File: src/rtl/vga_pixel_fetch.sv
// vga_pixel_fetch
//   Streams one frame of 24-bit pixels from memory into a small FIFO and
//   hands them to the VGA colour outputs, one pixel per active display cycle.
//   Fetching starts on each falling edge of vs. It stops after the last pixel
//   of the frame has been acknowledged.
//
// Ports
//   vga_CLK    in   pixel clock; all logic uses its rising edge
//   rst        in   synchronous, active-high reset
//   blank      in   1 = active display pixel
//   vs         in   vertical sync, active-low
//   rd_req     out  memory read request
//   rd_addr    out  linear pixel address, valid while rd_req=1
//   rd_ack     in   memory accepts the request; rd_data is valid in the same cycle
//   rd_data    in   pixel {R,G,B}
//   vga_r/g/b  out  registered pixel colour
//   underflow  out  sticky flag: the FIFO was empty during an active pixel this frame
module vga_pixel_fetch #(
  parameter int HDISP      = 640,
  parameter int VDISP      = 480,
  parameter int FIFO_DEPTH = 16,
  localparam int ADDR_W    = $clog2(HDISP*VDISP)
) (
  input  logic              vga_CLK,
  input  logic              rst,
  input  logic              blank,
  input  logic              vs,
  output logic              rd_req,
  output logic [ADDR_W-1:0] rd_addr,
  input  logic              rd_ack,
  input  logic [23:0]       rd_data,
  output logic [7:0]        vga_r,
  output logic [7:0]        vga_g,
  output logic [7:0]        vga_b,
  output logic              underflow
);

  localparam int PTR_W = $clog2(FIFO_DEPTH);
  localparam int CNT_W = PTR_W + 1;
  localparam logic [CNT_W-1:0]  FULL_CNT  = CNT_W'(FIFO_DEPTH);
  localparam logic [ADDR_W-1:0] LAST_ADDR = ADDR_W'(HDISP*VDISP - 1);

  typedef enum logic [1:0] {WAIT_VS, FETCH, DONE} state_t;

  state_t            r_state;
  state_t            w_nextState;
  logic              r_vsPrev;
  logic [ADDR_W-1:0] r_addr;
  logic [PTR_W-1:0]  r_wrPtr;
  logic [PTR_W-1:0]  r_rdPtr;
  logic [CNT_W-1:0]  r_count;
  logic [23:0]       r_mem [FIFO_DEPTH];
  logic [23:0]       r_rgb;
  logic              r_underflow;

  logic              w_frameStart;
  logic              w_rdReq;
  logic              w_push;
  logic              w_pop;

  // Frame start is a registered falling edge of vs. A frame start flushes the
  // FIFO, so any push or pop that coincides with it is suppressed.
  assign w_frameStart = r_vsPrev & ~vs;
  assign w_push       = w_rdReq & rd_ack & ~w_frameStart;
  assign w_pop        = blank & (r_count != '0) & ~w_frameStart;

  assign rd_req    = w_rdReq;
  assign rd_addr   = r_addr;
  assign vga_r     = r_rgb[23:16];
  assign vga_g     = r_rgb[15:8];
  assign vga_b     = r_rgb[7:0];
  assign underflow = r_underflow;

  // FSM state register
  always_ff @(posedge vga_CLK) begin
    if (rst) r_state <= WAIT_VS;
    else     r_state <= w_nextState;
  end

  // Next state and request generation. Requests are issued only while there
  // is room in the FIFO, so a push can never overflow it.
  always_comb begin
    w_nextState = r_state;
    w_rdReq     = 1'b0;
    case (r_state)
      WAIT_VS: begin
        if (w_frameStart) w_nextState = FETCH;
      end
      FETCH: begin
        w_rdReq = (r_count < FULL_CNT);
        if (!w_frameStart && w_rdReq && rd_ack && (r_addr == LAST_ADDR))
          w_nextState = DONE;
      end
      DONE: begin
        if (w_frameStart) w_nextState = FETCH;
      end
      default: w_nextState = WAIT_VS;
    endcase
  end

  // FIFO storage; contents need no reset because the count gates all reads
  always_ff @(posedge vga_CLK) begin
    if (w_push) r_mem[r_wrPtr] <= rd_data;
  end

  // Address counter, FIFO pointers and count, colour output and underflow.
  // Frame start resynchronises everything to address 0 with an empty FIFO.
  always_ff @(posedge vga_CLK) begin
    if (rst) begin
      r_vsPrev    <= 1'b1;
      r_addr      <= '0;
      r_wrPtr     <= '0;
      r_rdPtr     <= '0;
      r_count     <= '0;
      r_rgb       <= '0;
      r_underflow <= 1'b0;
    end else begin
      r_vsPrev <= vs;
      if (w_frameStart) begin
        r_addr      <= '0;
        r_wrPtr     <= '0;
        r_rdPtr     <= '0;
        r_count     <= '0;
        r_rgb       <= '0;
        r_underflow <= 1'b0;
      end else begin
        if (w_push) begin
          r_wrPtr <= r_wrPtr + 1'b1;
          r_addr  <= (r_addr == LAST_ADDR) ? '0 : r_addr + 1'b1;
        end
        if (w_pop) r_rdPtr <= r_rdPtr + 1'b1;
        case ({w_push, w_pop})
          2'b10:   r_count <= r_count + 1'b1;
          2'b01:   r_count <= r_count - 1'b1;
          default: r_count <= r_count;
        endcase
        r_rgb <= w_pop ? r_mem[r_rdPtr] : 24'd0;
        if (blank && (r_count == '0)) r_underflow <= 1'b1;
      end
    end
  end

endmodule

File: config.mk
export PLATFORM = sky130hd
export DESIGN_NAME = vga_pixel_fetch
export DESIGN_NICKNAME = d
export VERILOG_FILES = /design/src/rtl/vga_pixel_fetch.sv
export SDC_FILE = /design/constraint.sdc
export NUM_CORES = 1
export LEC_CHECK = 0
export ABC_CLOCK_PERIOD_IN_PS = 4100
export CAP_MARGIN = 20
export CORE_ASPECT_RATIO = 1.2
export CORE_MARGIN = 2
export CORE_UTILIZATION = 50
export DETAILED_ROUTE_END_ITERATION = 10
export PLACE_DENSITY = 0.66
export RECOVER_POWER = 100
export SLEW_MARGIN = 20
export SYNTH_ARGS = -nofsm -noshare
export SYNTH_HDL_FRONTEND = slang
export SYNTH_SLANG_ARGS = --single-unit
File: constraint.sdc
create_clock -name vga_CLK -period 4.1 [get_ports vga_CLK]
set_clock_uncertainty 0.05 [all_clocks]
set_input_delay 0.615 -clock vga_CLK [delete_from_list [all_inputs] [get_ports vga_CLK]]
set_output_delay 0.615 -clock vga_CLK [all_outputs]
set_load 0.05 [all_outputs]
After elaboration in Yosys (flattened, before gate mapping)
Memories as Yosys holds them, arrays and structs flattened. A register that Yosys moved wholly into a read port is not among the register bits.
Cells that the tools add are included.
- flip-flop bits (word level): 36
- memory bits (writable): 384
- memories: 1
- memories (name ; words ; bits a word ; rd ports ; clocked after Yosys merged registers in ; write ports ; RTL line ; source):
    r_mem ; 16 ; 24 ; 1 ; 1 ; 1 ; 52 ; logic [23:0] r_mem [FIFO_DEPTH];
- $add $sub $neg: 5
- order comparisons: 1
- equality and inequality tests: 7
- muxes and demuxes: 8
- bitwise gates (word level): 8
- reduce and logical (&&, ||, !) cells: 13
- operators by type and width (operator ; number):
    $add 19x1->19 const B ; 1
    $eq 19x19->1 const B ; 1
    $mux 19 ; 1
    $pmux 5 s2 ; 1
    $add 4x1->4 const B ; 2
    $add 5x1->5 const B ; 1
    $and 1x1->1 ; 5
    $logic_not 5->1 ; 1
    $lt 5x5->1 const B ; 1
    $reduce_bool 5->1 ; 1
    $sub 5x1->5 const B ; 1
    $eq 2x1->1 const B ; 2
    $eq 2x2->1 const B ; 2
    $logic_and 1x1->1 ; 4
    $mux 2 ; 2
    $pmux 2 s2 ; 1
    $reduce_or 2->1 ; 2
    $mux 1 ; 3
    $not 1->1 ; 3
    $reduce_or 3->1 ; 1
    $logic_not 2->1 ; 1
    $ne 2x1->1 const B ; 1
    $ne 2x2->1 const B ; 1
    $reduce_and 2->1 ; 1
    other kinds (2) ; 2

Depth between registers and ports, before layout
Gate-level depths: netlist of the first run.
- depth in word-level cells: 8
- gate-level depth with buffers: 12
- gate-level depth less buffers: 11

Least setup slack after synthesis of the first run
OpenSTA, ideal clock, no wires.
- path type: input to register
- from: input port vs
- to: memory r_mem[3][0] (enable)
- library setup time: 435 ps
- arrival: 3088 ps
- required time: 3615 ps
- setup slack: 527 ps
- cell stages on the path: 6
- buffers on the path: 2
- cells stage by stage: nor2b_1 > buf_6 > nor3_1 > buf_2 > nand2_1 > nor3_1
- cells in the longest elaborated chain, start to end: 6
- ends and longest elaborated chain (element ; RTL line ; source):
    start: declaration ; 27 ; input logic vs,
    $not 1->1 ; 63 ; assign w_frameStart = r_vsPrev & ~vs;
    $and 1x1->1 ; 63 ;
    $not 1->1 ; 64 ; assign w_push = w_rdReq & rd_ack & ~w_frameStart;
    $and 1x1->1 ; 64 ;
    $mux 1 ; 103 ; if (w_push) r_mem[r_wrPtr] <= rd_data;
    $mux 1 (implied by the code) ; 103 ;
    end: declaration ; 52 ;
Every way passes these cells.

Worst setup path after layout of the first run
- from: input port vs
- to: memory r_mem[11][12] (enable)
The elaborated chain is that of the path after synthesis.

==> impl_results.md, run 1 <==
* Syn_nets at 894
* Type of the worst setup path: input port to flip-flop
* Least-Margin Pin Slew at 1500 ps
* Primary flip-flop cell chosen by synthesis mapping: sky130_fd_sc_hd__edfxtp_1
* Die area at 34900 µm²
* Total vias in the final route at 8316
* Post-synthesis compound-gate area fraction at 0.0255
* Routed len/inst at 23.6 µm
* Share of flip-flops with an asynchronous set or reset at 0
* Via count normalized by instance count at 5.76
* Power per Cell Area at 463 nW/µm²
* Overall overflow remaining after global route at 0
* Peak Freq at 290 MHz
* Met3 demand-to-capacity share in global routing at 0.0304
* Outcome: complete, but fails checks
* Final Net Count at 1000
* Initial core utilization at 0.505
* Critical path peak fanout at 11
* Startpoint type of the worst setup path: input port
* Net switching power figure at 0.00173 W
* Vias in the first global route at 8642
* Remaining antenna violation count at 0
* Number of placement rows at 73
* Leakage component of the power at 6.15 nW
* Pre-CTS setup slack at 531 ps
* Clock-pin slew of the registers on the worst-case setup and hold paths at 60 ps
* Met2 layer usage reported by global route at 0.352
* Distinct cells, synth at 42
* Clock network latency to the later pin of the worst-skew pair at 540 ps
* Post-Synthesis Mean Instance Area at 19.5 µm²
* Adder and majority cell fraction of the synthesized area at 0.00749
* 1st-pass router iterations at 4
* Post-cts resize count at 0
* Number of enable flip-flop cells after synthesis at 384
* Most frequent standard cell in the layout excluding fill and tap cells: sky130_fd_sc_hd__edfxtp_1
* Clk sinks at 444
* Number of buffers between clock root and the deepest sink at 3
* Drt first-iter violations at 690
* Crit path time final at 3450 ps
* Combinational fraction of design power at 0.017
* Simple-gate area share of the yosys netlist at 0.0455
* Worst path arrival time at 3590 ps
* Crit. End Element: flip-flop
* Fraction of synthesized cell area in xor and xnor cells at 0.0142
* Buffers on Ports at 73
* Final Worst Setup Slack at 648 ps
* Largest family of logic cells by synthesized area: multiplexers
* Max-Cap Viols at 1
* Multiplexer area fraction after synthesis at 0.131
* Total length of routed wires at 34000 µm
* TritonCTS clock tree: yes
* Horizontal extent of the die at 171 µm
* M1 GR Usage at 0.275
* Detailed-route DRC error count at 0
* Worst IR drop on VDD at 292 µV
* Wire length of the first global-routing pass at 52400 µm
* Final RePlAce weighted congestion at 0.760
* Proportion of total power due to net switching at 0.191
* Hold violation total from the final report at 0
* Hold buffer count at CTS at 0
* GRT busiest layer: met2
* Chip Height at 204 µm
* Pin count of the biggest net entering global routing at 42
* Placed wire-length estimate after detailed placement at 19700 µm
* Synthesis-to-layout area growth at 16.7%
* Most frequent cells in the layout: sky130_fd_sc_hd__edfxtp_1, sky130_fd_sc_hd__mux4_2, sky130_fd_sc_hd__dlygate4sd3_1, sky130_fd_sc_hd__dfxtp_1, sky130_fd_sc_hd__nor2_1
* Clock buffers created by TritonCTS at 43
* Global router's overall resource usage at 0.205
* Required time worst endpoint at 4240 ps
* Final max-slew violation count at 1
* Relative slew slack at -0.00758
* Final-layout setup total negative slack at 0 ps
* Post-synthesis sequential area ratio at 0.762
* Count of final setup violators at 0
* Root buf cell: sky130_fd_sc_hd__clkbuf_16
* Area of the core region at 33100 µm²
* Failing checks: capacitance limit, slew limit
* Fraction of layout instances using a drive strength above 1 at 0.195
* Max H-tree Level at 2
* Buffers inserted during post-CTS setup optimization at 0
* Setup repair after global routing missed its margin: no
* Part of the cycle the worst path needs at 0.842
* Power after layout at 0.00903 W
* Yosys warning count at 0
* Relative contribution of sequential cells to total power at 0.545
* Internal Pwr Total at 0.00730 W
* Hold Path Class: flip-flop to flip-flop
* Register bit count reported by yosys at 444
* Number of top-level pins at 74
* Synthesized area at 16700 µm²
* Part of the power in the clock network at 0.438
* Mapped Cells at 855
* Initial antenna violation count at 1
==> cells by family (layout without fill, tap and decap cells) <==
family          Yosys count  in the layout
compound gates           68             68
flops                   444            444
other cells               0              1
fa+ha+maj                10             10
simple gates            155            155
xor+xnor                 27             27
buf+inv                  53            190
mux                      98             98
==> path summary, 6_finish.rpt <==
path / from / endpoint / slack, ps / cells after the start
max: vs / r_mem[11][12] / 650 / 7
min: underflow / underflow / 410 / 2
max reg2reg: r_count[1] / r_count[4] / 690 / 11
min reg2reg: underflow / underflow / 410 / 2
==> registers in the layout (all words and copies together), names as in the netlist <==
| signal | count |
|---|---|
| r_mem | 384 |
| r_rgb | 24 |
| rd_addr | 19 |
| r_count | 5 |
| r_rdPtr | 4 |
| r_wrPtr | 4 |
| r_state | 2 |
| r_vsPrev | 1 |
| underflow | 1 |
==> power groups by stage <==
stage	registers, W	logic, W	clock network (W)
floorplan	0.00502	0.0000581	0
global placement	0.00501	0.000160	0
detailed placement	0.00502	0.000164	0
CTS	0.00492	0.000164	0.00403
global route	0.00492	0.000169	0.00420
finish	0.00492	0.000153	0.00396
==> final cells by class <==
class                      instances  area, µm²
tap                              450        563
clock buffer                      50       1160
inverter                           7       26.3
multi-input combinational        358       3740
fill                            2507      13600
sequential                       444      12700
antenna                            1       2.50
clock inverter                    26        249
timing repair buffer             107       1020
==> per-layer routing <==
metal,part of all wire,up-vias
met1,0.41,4358
met4,0.023,0
li1,-,3672
met3,0.046,53
met5,0,-
met2,0.52,233
==> stage by stage <==
stage / hold WS, ps / cells / util / instance area [µm²]
final: 409 / 1443 / 0.590 / 19500
after detailed placement: 404 / 1366 / 0.552 / 18200
after CTS: 419 / 1442 / 0.595 / 19700
after global routing: 456 / 1442 / 0.590 / 19500
after global placement: 406 / 1366 / 0.552 / 18200
after floorplan: 414 / 855 / - / 16700
==> worst max-delay path, stage by stage <==
cell                            delay [ps]
sky130_fd_sc_hd__dlygate4sd3_1         560
sky130_fd_sc_hd__nor2b_1               120
sky130_fd_sc_hd__nor3_1                240
sky130_fd_sc_hd__clkbuf_1              460
sky130_fd_sc_hd__nand2_1               290
sky130_fd_sc_hd__nor2_1                750
sky130_fd_sc_hd__clkbuf_2              540
==> synth_stat cells, types with 3 or more instances <==
library cell / n / area [µm²]
sky130_fd_sc_hd__xnor2_1: 10 / 87.6
sky130_fd_sc_hd__nor2_1: 54 / 203
sky130_fd_sc_hd__nor3_1: 34 / 170
sky130_fd_sc_hd__mux4_2: 96 / 2160
sky130_fd_sc_hd__buf_4: 3 / 22.5
sky130_fd_sc_hd__o22ai_1: 49 / 307
sky130_fd_sc_hd__a21oi_1: 9 / 45.0
sky130_fd_sc_hd__buf_2: 19 / 95.1
sky130_fd_sc_hd__ha_1: 10 / 125
sky130_fd_sc_hd__clkbuf_1: 21 / 78.8
sky130_fd_sc_hd__dfxtp_1: 60 / 1200
sky130_fd_sc_hd__xor2_1: 17 / 149
sky130_fd_sc_hd__nand3_1: 13 / 65.1
sky130_fd_sc_hd__edfxtp_1: 384 / 11500
sky130_fd_sc_hd__nand2b_1: 10 / 62.6
sky130_fd_sc_hd__nand2_1: 18 / 67.6
sky130_fd_sc_hd__or3_1: 3 / 18.8
sky130_fd_sc_hd__nand4_1: 8 / 50.1
sky130_fd_sc_hd__inv_1: 7 / 26.3
Note: power is estimated with default switching activity, not from simulation.
==> inputs of run 2 (changes only) <==
--- a/config.mk
+++ b/config.mk
@@ -5,7 +5,7 @@
 export SDC_FILE = /design/constraint.sdc
 export NUM_CORES = 1
 export LEC_CHECK = 0
-export ABC_CLOCK_PERIOD_IN_PS = 4100
+export ABC_CLOCK_PERIOD_IN_PS = 3600
 export CAP_MARGIN = 20
 export CORE_ASPECT_RATIO = 1.2
 export CORE_MARGIN = 2
==> constraint.sdc (replaced) <==
create_clock -name vga_CLK -period 3.6 [get_ports vga_CLK]
set_clock_uncertainty 0.05 [all_clocks]
set_input_delay 0.54 -clock vga_CLK [delete_from_list [all_inputs] [get_ports vga_CLK]]
set_output_delay 0.54 -clock vga_CLK [all_outputs]
set_load 0.05 [all_outputs]
==> impl_results.md, run 2 (synthesis results as in run 1) <==
* Outcome: finished, final reports clean
* Part of the power in the clock network at 0.420 (-0.018)
* Final-layout worst hold slack at 417 ps (+8.09 ps)
* 1st-pass router iterations at 5 (+1)
* Relative slew slack at 0.228 (+0.235)
* Fraction of layout instances using a drive strength above 1 at 0.195 (about the same)
* Combinational fraction of design power at 0.018 (about the same)
* Crit path time final at 3190 ps
* CP Cell Sequence: dlygate4sd3_1, nor2b_1, nor3_1, clkbuf_1, nand2_1, nor2_1, buf_4
* Max H-tree Level at 2 (unchanged)
* Clock network latency to the later pin of the worst-skew pair at 550 ps (about the same)
* Required time worst endpoint at 3790 ps (-450 ps)
* Least-Margin Pin Slew at 1160 ps (-339 ps)
* Hold Path Class: flip-flop to flip-flop
* TritonCTS clock tree: yes
* Initial core utilization at 0.505 (unchanged)
* Global router's overall resource usage at 0.205 (about the same)
* Buffers inserted during post-CTS setup optimization at 0 (unchanged)
* Synthesis-to-layout area growth at 16.5%
* Final-layout fill cell count at 2505 (-0.080%)
* Via count normalized by instance count at 5.73 (-0.62%)
* Vias in the first global route at 8598 (-0.51%)
* Number of top-level pins at 74 (unchanged)
* Critical path peak fanout at 11 (unchanged)
* Remaining antenna violation count at 0 (unchanged)
* Type of the worst setup path: input port to flip-flop
* Crit. End Element: flip-flop
* Count of final setup violators at 0 (unchanged)
* Die area at 34900 µm² (unchanged)
* Non-Filler Instances at 1448 (+0.35%)
* Number of placement rows at 73 (unchanged)
* Startpoint type of the worst setup path: input port
* Clock buffers created by TritonCTS at 43 (unchanged)
* Most frequent cells in the layout: sky130_fd_sc_hd__edfxtp_1, sky130_fd_sc_hd__mux4_2, sky130_fd_sc_hd__dlygate4sd3_1, sky130_fd_sc_hd__dfxtp_1, sky130_fd_sc_hd__nor2_1
* Part of the cycle the worst path needs at 0.886
* Detailed-route DRC error count at 0 (unchanged)
* Net switching power figure at 0.00197 W (+14%)
* Hold violation total from the final report at 0 (unchanged)
* Slowest cell on the critical path: sky130_fd_sc_hd__nor2_1
* Buffers on Ports at 73 (unchanged)
* Peak Freq at 313 MHz
* Area of the core region at 33100 µm² (unchanged)
* Internal Pwr Total at 0.00800 W (+9.6%)
* Post-cts resize count at 0 (unchanged)
* Pin count of the biggest net entering global routing at 52 (+24%)
* Hold buffer count at CTS at 0 (unchanged)
* Max-Cap Viols at 0 (-1)
* Number of placed instances with taps included at 1369 (+0.22%)
* Chip Height at 204 µm (unchanged)
* Worst IR drop on VDD at 343 µV (+17%)
* Number of flip-flops under the largest register name at 384 (unchanged)
* Most frequent standard cell in the layout excluding fill and tap cells: sky130_fd_sc_hd__edfxtp_1
* Setup repair after global routing missed its margin: no
* Overall overflow remaining after global route at 0 (unchanged)
* Number of buffers between clock root and the deepest sink at 3 (unchanged)
* Setup slack, reg-to-reg at 450 ps (-240 ps)
* Power per Cell Area at 512 nW/µm² (+11%)
* Wire length of the first global-routing pass at 52000 µm (-0.70%)
* Register containing the most flip-flops in the final layout: r_mem
* Total length of routed wires at 34500 µm (+1.6%)
* Placed wire-length estimate after detailed placement at 19400 µm (-1.5%)
* Final Net Count at 1003 (+0.30%)
* Drt first-iter violations at 701 (+1.6%)
* Final RePlAce weighted congestion at 0.818 (+7.7%)
* Initial antenna violation count at 2 (+1)
* Worst path arrival time at 3380 ps (-210 ps)
* Root buf cell: sky130_fd_sc_hd__clkbuf_16
* Relative contribution of sequential cells to total power at 0.562 (+0.017)
* Final-layout setup total negative slack at 0 ps (unchanged)
* Total vias in the final route at 8293 (-0.28%)
* Leakage component of the power at 6.13 nW (-0.39%)
* Final max-slew violation count at 0 (-1)
* Horizontal extent of the die at 171 µm (unchanged)
* Proportion of total power due to net switching at 0.197 (+0.00607)
* Clock-pin slew of the registers on the worst-case setup and hold paths at 60 ps (about the same)
* Largest stage delay on the critical path at 890 ps (+140 ps)
* Clk sinks at 444 (unchanged)
* Routed len/inst at 23.8 µm (+1.2%)
==> run 2: cell types whose count changed in the layout (fill, tap and decap cells not counted), moves of 2 or more <==
cell	previous run	this run
sky130_fd_sc_hd__clkinv_1	8	12
sky130_fd_sc_hd__clkbuf_2	5	7
sky130_fd_sc_hd__buf_12	7	11
sky130_fd_sc_hd__nor2_1	51	53
sky130_fd_sc_hd__nor2_4	3	1
sky130_fd_sc_hd__bufinv_16	5	1
sky130_fd_sc_hd__clkbuf_8	2	0
sky130_fd_sc_hd__clkinv_2	11	9
==> run 2: power by group through the flow <==
stage | combinational (W) | clock [W] | sequential [W]
2_1_floorplan | 0.0000662 | 0 | 0.00572
3_3_place_gp | 0.000182 | 0 | 0.00571
3_5_place_dp | 0.000187 | 0 | 0.00571
4_1_cts | 0.000187 | 0.00427 | 0.00560
5_1_grt | 0.000192 | 0.00446 | 0.00560
6_report | 0.000175 | 0.00419 | 0.00560
==> run 2: through the flow <==
step / area (µm²) / util / setup WS, ps / power, W
floorplan: 16700 / - / 102 / 0.00579
global placement: 18300 / 0.555 / 304 / 0.00589
CTS: 19600 / 0.594 / 521 / 0.0101
detailed placement: 18300 / 0.555 / 241 / 0.00590
global route: 19500 / 0.589 / 205 / 0.0103
finish: 19500 / 0.589 / 409 / 0.00997
==> run 2: layout make-up <==
cell class	count	area, µm²	area share
Tap cell	450	563	0.0289
Antenna cell	1	2.50	0.000129
Clock inverter	25	141	0.00726
Sequential cell	444	12700	0.655
Clock buffer	53	1160	0.0594
Timing Repair Buffer	110	1100	0.0564
Multi-Input combinational cell	358	3730	0.192
Inverter	7	26.3	0.00135
==> run 2: final timing paths <==
| kind | startpoint | to | cells past startpoint |
|---|---|---|---|
| max | vs | r_mem[5][2] | 7 |
| min | underflow | underflow | 2 |
| max reg2reg | r_count[4] | r_mem[5][2] | 6 |
| min reg2reg | underflow | underflow | 2 |
==> run 2: worst max-delay path, delay by kind of cell <==
kind	cells	cell delay [ps]
and+or+nand+nor	4	1490
buffers and inverters	3	1350
==> run 2: metal layers <==
| layer | up-vias | track usage | part of all wire |
|---|---|---|---|
| li1 | 3685 | - | - |
| met1 | 4341 | 0.279 | 0.42 |
| met2 | 208 | 0.345 | 0.51 |
| met3 | 57 | 0.0306 | 0.044 |
| met4 | 2 | 0.0669 | 0.024 |
| met5 | - | 0 | 0.00032 |
